File: src/rtl/ex_mem_ccr_stage.sv
// EX/MEM pipeline register fed by the ALU. It also owns the architectural
// condition-code register {C,S,Z} and a single-level shadow copy used across interrupts.
module ex_mem_ccr_stage #(
  parameter int         DATA_W     = 32,
  parameter int         REG_ADDR_W = 3,
  parameter logic [2:0] CCR_RST    = 3'b000
) (
  input  logic                  clk,
  input  logic                  rst,
  input  logic                  inValid,
  input  logic [DATA_W-1:0]     aluResult,
  input  logic                  carryFlag,
  input  logic                  signFlag,
  input  logic                  zeroFlag,
  input  logic [2:0]            flagWrMask,
  input  logic [DATA_W-1:0]     storeData,
  input  logic [REG_ADDR_W-1:0] rdAddr,
  input  logic                  regWrite,
  input  logic                  memRead,
  input  logic                  memWrite,
  input  logic                  jmpTaken,
  input  logic [1:0]            jmpFlagSel,
  input  logic                  flagSave,
  input  logic                  flagRestore,
  input  logic                  stall,
  input  logic                  flush,
  output logic                  outValid,
  output logic [DATA_W-1:0]     memAddrOrResult,
  output logic [DATA_W-1:0]     memStoreData,
  output logic [REG_ADDR_W-1:0] outRdAddr,
  output logic                  outRegWrite,
  output logic                  outMemRead,
  output logic                  outMemWrite,
  output logic [2:0]            ccr,
  output logic [2:0]            ccrShadow
);

  logic                  valid_q, valid_d;
  logic [DATA_W-1:0]     result_q, result_d;
  logic [DATA_W-1:0]     store_q, store_d;
  logic [REG_ADDR_W-1:0] rd_q, rd_d;
  logic                  regwr_q, regwr_d;
  logic                  memrd_q, memrd_d;
  logic                  memwr_q, memwr_d;
  logic [2:0]            ccr_q, ccr_d;
  logic [2:0]            shadow_q, shadow_d;

  logic                  commit_s;
  logic [2:0]            alu_flags_s;
  logic [2:0]            clr_mask_s;
  logic [2:0]            ccr_wr_s;

  assign commit_s    = inValid & ~flush & ~stall;
  assign alu_flags_s = {carryFlag, signFlag, zeroFlag};
  assign ccr_wr_s    = (ccr_q & ~flagWrMask) | (alu_flags_s & flagWrMask);

  // Pipeline register next state: flush squashes, stall holds, otherwise load.
  always_comb begin
    valid_d  = valid_q;
    result_d = result_q;
    store_d  = store_q;
    rd_d     = rd_q;
    regwr_d  = regwr_q;
    memrd_d  = memrd_q;
    memwr_d  = memwr_q;
    if (flush) begin
      valid_d = 1'b0;
      regwr_d = 1'b0;
      memrd_d = 1'b0;
      memwr_d = 1'b0;
    end else if (stall) begin
      valid_d = valid_q;
    end else begin
      valid_d  = inValid;
      result_d = aluResult;
      store_d  = storeData;
      rd_d     = rdAddr;
      regwr_d  = regWrite & inValid;
      memrd_d  = memRead & inValid;
      memwr_d  = memWrite & inValid;
    end
  end

  // Decode which flag a taken conditional jump consumes and must clear.
  always_comb begin
    clr_mask_s = 3'b000;
    if (jmpTaken) begin
      case (jmpFlagSel)
        2'd0:    clr_mask_s = 3'b001;
        2'd1:    clr_mask_s = 3'b010;
        2'd2:    clr_mask_s = 3'b100;
        default: clr_mask_s = 3'b000;
      endcase
    end else begin
      clr_mask_s = 3'b000;
    end
  end

  // CCR next state: restore beats everything; only commits write or clear flags.
  always_comb begin
    ccr_d    = ccr_q;
    shadow_d = shadow_q;
    if (flagRestore) begin
      ccr_d = shadow_q;
    end else if (commit_s) begin
      ccr_d = ccr_wr_s & ~clr_mask_s;
    end else begin
      ccr_d = ccr_q;
    end
    // Save copies the pre-update value, so save+restore swaps.
    if (flagSave) begin
      shadow_d = ccr_q;
    end else begin
      shadow_d = shadow_q;
    end
  end

  // State registers with synchronous active-low reset.
  always_ff @(posedge clk) begin
    if (!rst) begin
      valid_q  <= 1'b0;
      result_q <= {DATA_W{1'b0}};
      store_q  <= {DATA_W{1'b0}};
      rd_q     <= {REG_ADDR_W{1'b0}};
      regwr_q  <= 1'b0;
      memrd_q  <= 1'b0;
      memwr_q  <= 1'b0;
      ccr_q    <= CCR_RST;
      shadow_q <= CCR_RST;
    end else begin
      valid_q  <= valid_d;
      result_q <= result_d;
      store_q  <= store_d;
      rd_q     <= rd_d;
      regwr_q  <= regwr_d;
      memrd_q  <= memrd_d;
      memwr_q  <= memwr_d;
      ccr_q    <= ccr_d;
      shadow_q <= shadow_d;
    end
  end

  assign outValid        = valid_q;
  assign memAddrOrResult = result_q;
  assign memStoreData    = store_q;
  assign outRdAddr       = rd_q;
  assign outRegWrite     = regwr_q;
  assign outMemRead      = memrd_q;
  assign outMemWrite     = memwr_q;
  assign ccr             = ccr_q;
  assign ccrShadow       = shadow_q;

endmodule

File: config.mk
export PLATFORM = sky130hd
export DESIGN_NAME = ex_mem_ccr_stage
export DESIGN_NICKNAME = d
export VERILOG_FILES = /design/src/rtl/ex_mem_ccr_stage.sv
export SDC_FILE = /design/constraint.sdc
export NUM_CORES = 1
export LEC_CHECK = 0
export BUFFER_PORTS_ARGS = -buffer_cell sky130_fd_sc_hd__buf_2
export CAP_MARGIN = 40
export CORE_MARGIN = 8
export CORE_UTILIZATION = 47
export CTS_CLUSTER_DIAMETER = 30
export DETAILED_ROUTE_END_ITERATION = 16
export GPL_ROUTABILITY_DRIVEN = 1
export HOLD_SLACK_MARGIN = 0.05
export PLACE_DENSITY = 0.9
export SLEW_MARGIN = 20
export SYNTH_ARGS = -nofsm -noshare
export SYNTH_HDL_FRONTEND = slang
export SYNTH_SLANG_ARGS = --single-unit
File: constraint.sdc
create_clock -name clk -period 2.9 [get_ports clk]
set_input_delay 0.58 -clock clk [delete_from_list [all_inputs] [get_ports clk]]
set_output_delay 0.58 -clock clk [all_outputs]
set_load 0.05 [all_outputs]
# Yosys cells after proc, flatten, opt, wreduce, memory -nomap -nowiden

Cells that the tools add are included.

Word-level logic and storage cells: 33
Output and inout bits: 77
Register bits after elaboration: 77
Input port bits: 86

Equal/unequal tests: 2
Muxes and demuxes: 4
Bitwise operators: 14
Reductions and logical operators: 4

Operator list:

| cell                 | count |
|---|---|
| $and A3 B3 Y3        | 3 |
| $mux W3              | 3 |
| $pmux W3 S3          | 1 |
| $not A3 Y3           | 2 |
| $and A1 B1 Y1        | 5 |
| $not A1 Y1           | 3 |
| $or A3 B3 Y3         | 1 |
| $eq A2 B1 Y1 const B | 1 |
| $eq A2 B2 Y1 const B | 1 |
| $logic_not A2 Y1     | 1 |
| $reduce_and A2 Y1    | 1 |
| $reduce_bool A2 Y1   | 1 |
| $reduce_or A2 Y1     | 1 |

# Longest topological paths before layout

Word-level depth: 7
Mapped depth: 6
Gate-level depth less buffers: 3

# Least setup slack after synthesis

OpenSTA, ideal clock, no wires.

Kind: input port to flip-flop
From: in stall
To: reg ccr_q[0], in the netlist ccr[0]
Data arrival time: 1.480 ns
Path slack: 1.350 ns
Stages on the path: 4
Setup time: 0.070 ns
Cell sequence: or3b_1 buf_2 a311o_1 a21oi_1

Cells in the longest elaborated chain, start to end: 3

RTL lines:

| item                                | line | RTL |
|---|---|---|
| start: declaration                  | 25   | `input logic stall,` |
| $not A1 Y1 (no source line)         | -    |  |
| $and A1 B1 Y1                       | 53   | `assign commit_s = inValid & ~flush & ~stall;` |
| $reduce_bool A2 Y1 (no source line) | -    |  |
| end signal: assignment              | 138  | `ccr_q <= ccr_d;` |
| end: declaration                    | 45   | `logic [2:0] ccr_q, ccr_d;` |

No other way between the ends.
A chain may end at the register's enable or synchronous reset.

# Worst setup path in the final report

From: in stall
To: reg store_q[21], in the netlist memStoreData[21]

Cells in the longest elaborated chain, start to end: 2

RTL lines:

| item                               | line | RTL |
|---|---|---|
| $not A1 Y1 (no source line)        | -    |  |
| $reduce_and A2 Y1 (no source line) | -    |  |
| end signal: assignment             | 123  | `store_q <= {DATA_W{1'b0}};` |
| end signal: assignment             | 133  | `store_q <= store_d;` |
| end: declaration                   | 40   | `logic [DATA_W-1:0] store_q, store_d;` |

No other way between the ends.

==> impl_metrics.env <==
export IMPL_worst_ir_drop_vdd_v=0.0004796
export IMPL_rsz0062_at_grt="false"
export IMPL_slew_headroom=0.5405
export IMPL_hold_buffers=0
export IMPL_power_density_mw_per_mm2=562.2
export IMPL_worst_path_max_delay_cell="or2_2"
export IMPL_fmax_mhz=581.3
export IMPL_io_buffer_count=162
export IMPL_power_w=0.002199
export IMPL_fin_area_mm2=0.003911
export IMPL_post_cts_setup_buffer_count=0
export IMPL_cts_tree="built"
export IMPL_h_tree_depth=3
export IMPL_synth_compound_area_frac=0.2093
export IMPL_cpLargestDelayFamily="simple AND/OR/NAND/NOR gates"
export IMPL_critPathMaxStageDelay_ns=0.52
export IMPL_ios=163
export IMPL_first_pass_iters=4
export IMPL_place_gp_congestion=0.8221
export IMPL_criticalPathCategory="input port to register"
export IMPL_cts_sinks=77
export IMPL_clk_pin_slew_ns=0.07
export IMPL_die_h_um=94.54
export IMPL_n_antenna_cell=0
export IMPL_drt_iter0_drc=79
export IMPL_whs_ns=0.4617
export IMPL_rrSetupSlack_ns=1.85
export IMPL_crit_path_start="stall"
export IMPL_clock_latency_ns=0.32
export IMPL_cts_resized=0
export IMPL_async_reset_ff_frac=0
export IMPL_clock_root_buffer="clkbuf_8"
export IMPL_synth_adder_area_share=0
export IMPL_r2r_end="ccr[1]$_SDFFE_PN0P_"
export IMPL_synthSimpleGateAreaFrac=0.1968
export IMPL_crit_arrival_ns=1.96
export IMPL_worst_path_buf_inv=2
export IMPL_grt_max_degree=50
export IMPL_status="finished, final reports clean"
export IMPL_synth_xor_area_frac=0
export IMPL_hold_path_class="register to register"
export IMPL_fin_nets=579
export IMPL_yosysSeqAreaShare=0.5317
export IMPL_clk_path_buf_depth=2
export IMPL_place_area_mm2=0.003752
export IMPL_path_cells="buf_2 -> or2_2 -> buf_4 -> nand2_1 -> a21boi_0"
export IMPL_slew_violations=0
export IMPL_min_to="memStoreData[0]$_SDFFE_PN0P_"
export IMPL_syn_cell_area_mm2=0.002899
export IMPL_hold_depth=2
export IMPL_synth_edf_count=0
export IMPL_required_ns=3.14
export IMPL_grt_overflow=0
export IMPL_drv_cap=0
export IMPL_skew_ns=0.0003560
export IMPL_drive_gt1_frac=0.3682
export IMPL_core_area_mm2=0.005956
export IMPL_fin_crit_sh=0.5932
export IMPL_p_leak_nw=1.862
export IMPL_grtUsageTotal=0.1727
export IMPL_synth_seq_cells=77
export IMPL_grt_pass1_wl_um=12430
export IMPL_setup_violations=0
export IMPL_grt_pass1_vias=2661
export IMPL_cts_buffers=9
export IMPL_hp_start="memStoreData[0]$_SDFFE_PN0P_"
export IMPL_viasPerCell=4.825
export IMPL_yosysWarningCount=0
export IMPL_synth_cells=339
export IMPL_start_util=0.4868
export IMPL_dieWidth_um=94.54
export IMPL_wl_per_cell_um=14.12
export IMPL_synth_net_count=425
export IMPL_fin_setup_tns_ns=0
export IMPL_dr_total_vias=2760
export IMPL_dpl_hpwl_um=6120
export IMPL_tightest_slew_ns=0.6892
export IMPL_antenna_found_initial=0
export IMPL_yosysUniqueCellTypes=20
export IMPL_finalHoldViolations=0
export IMPL_drc=0
export IMPL_fillers=522
export IMPL_reg2reg_depth=3
export IMPL_muxShareOfSynthArea=0.02072
export IMPL_post_route_min_period_ns=1.720
export IMPL_postRouteAntennaNets=0
export IMPL_syn_avg_cell_area_um2=8.552
export IMPL_postRouteWirelength_um=8075
export IMPL_endpoint_kind="register"
export IMPL_cp_start_kind="input port"
export IMPL_critical_path_peak_fanout=33
export IMPL_area_growth_pct=34.92
export IMPL_synth_top_family_by_area="compound AO/OA/AOI/OAI gates"
export IMPL_synth_ff_type="dfxtp_1"
export IMPL_rows=28
export IMPL_timing_rr_start="ccr[1]$_SDFFE_PN0P_"
export IMPL_dieArea_mm2=0.008937
[metrics by stage]
step                worst slack, ns    util  instances
detailed placement           0.8340  0.6300        557
CTS                           1.186  0.6567        572
floorplan                     1.350       -        339
finish                        1.180  0.6567        572
global route                  1.050  0.6567        572
global placement             0.8854  0.6300        557
[registers in the layout (all words and copies together), names as in the netlist]
name	flops
outValid	1
outRegWrite	1
memStoreData	32
ccrShadow	3
outRdAddr	3
outMemWrite	1
ccr	3
outMemRead	1
memAddrOrResult	32
[layout make-up]
type	instances	area, um2	share of cell area
flip-flops and latches	77	1541	0.3941
well taps	75	93.84	0.02399
clock buffers	13	148.9	0.03807
repair buffers	167	860.8	0.2201
inverters	3	11.26	0.002879
clock inverters	2	10.01	0.002559
multi-input cells	235	1245	0.3183
[worst reg2reg max path, delay by kind of cell (launching register included)]
| family | cells | cell delay (ns) |
|---|---|---|
| DFF | 1 | 0.39 |
| muxes | 1 | 0.09 |
| AOI/OAI and AO/OA | 2 | 0.49 |
[cells by family (layout without fill, tap and decap cells)]
family | after synthesis | in the layout
AOI/OAI and AO/OA | 83 | 83
and+or+nand+nor | 146 | 146
buffers and inverters | 27 | 185
DFF | 77 | 77
muxes | 6 | 6
[synth_stat cells (5+ instances only)]
library cell / number / share of area
clkbuf_1: 11 / 0.014
dfxtp_1: 77 / 0.53
nor2_1: 5 / 0.0065
a21oi_1: 7 / 0.012
mux2i_1: 6 / 0.021
buf_2: 12 / 0.021
a21boi_0: 64 / 0.17
nand2_1: 134 / 0.17
[routing by layer]
metal | share of wire | wire (um) | global-route usage | up-vias
met5 | 0 | 0 | 0 | -
met2 | 0.51 | 4097 | 0.3100 | 102
li1 | - | - | - | 1404
met1 | 0.37 | 2950 | 0.1726 | 1248
met3 | 0.12 | 940 | 0.08016 | 6
met4 | 0.011 | 87 | 0.05722 | 0
[report_power, final]
part           internal (W)  switching (W)  leakage [nW]
clock network      0.000328       0.000342        0.0833
logic              0.000122       0.000277          1.15
registers           0.00110      0.0000246         0.629
total               0.00155       0.000644          1.86
[cell usage in the layout (no fill, tap or decap)]
cell and n:
buf_2 162, nand2_1 134, dfxtp_1 77, a21boi_0 64
clkbuf_8 10, a21oi_1 7, mux2i_1 6, nor2_1 4
buf_4 4, a21boi_1 3, inv_1 3, o21ai_0 3
nor2b_1 3, a22oi_1 3, clkbuf_1 3, a311o_1 2
clkinv_2 2, nor2_4 1, or2_2 1, or3b_1 1
a311o_2 1, nand2b_1 1, and2b_2 1, buf_12 1
[worst max-delay path by stage]
stage / depth (start not counted) / to / slack [ns]
after floorplan: 4 / ccr[0]$_SDFFE_PN0P_ / 1.35
after global placement: 5 / memStoreData[29]$_SDFFE_PN0P_ / 0.89
after detailed placement: 5 / memAddrOrResult[3]$_SDFFE_PN0P_ / 0.83
after CTS: 5 / memStoreData[21]$_SDFFE_PN0P_ / 1.19
after global routing: 5 / memStoreData[24]$_SDFFE_PN0P_ / 1.05
final: 5 / memStoreData[21]$_SDFFE_PN0P_ / 1.18
Note: power is estimated with default switching activity, not from simulation.
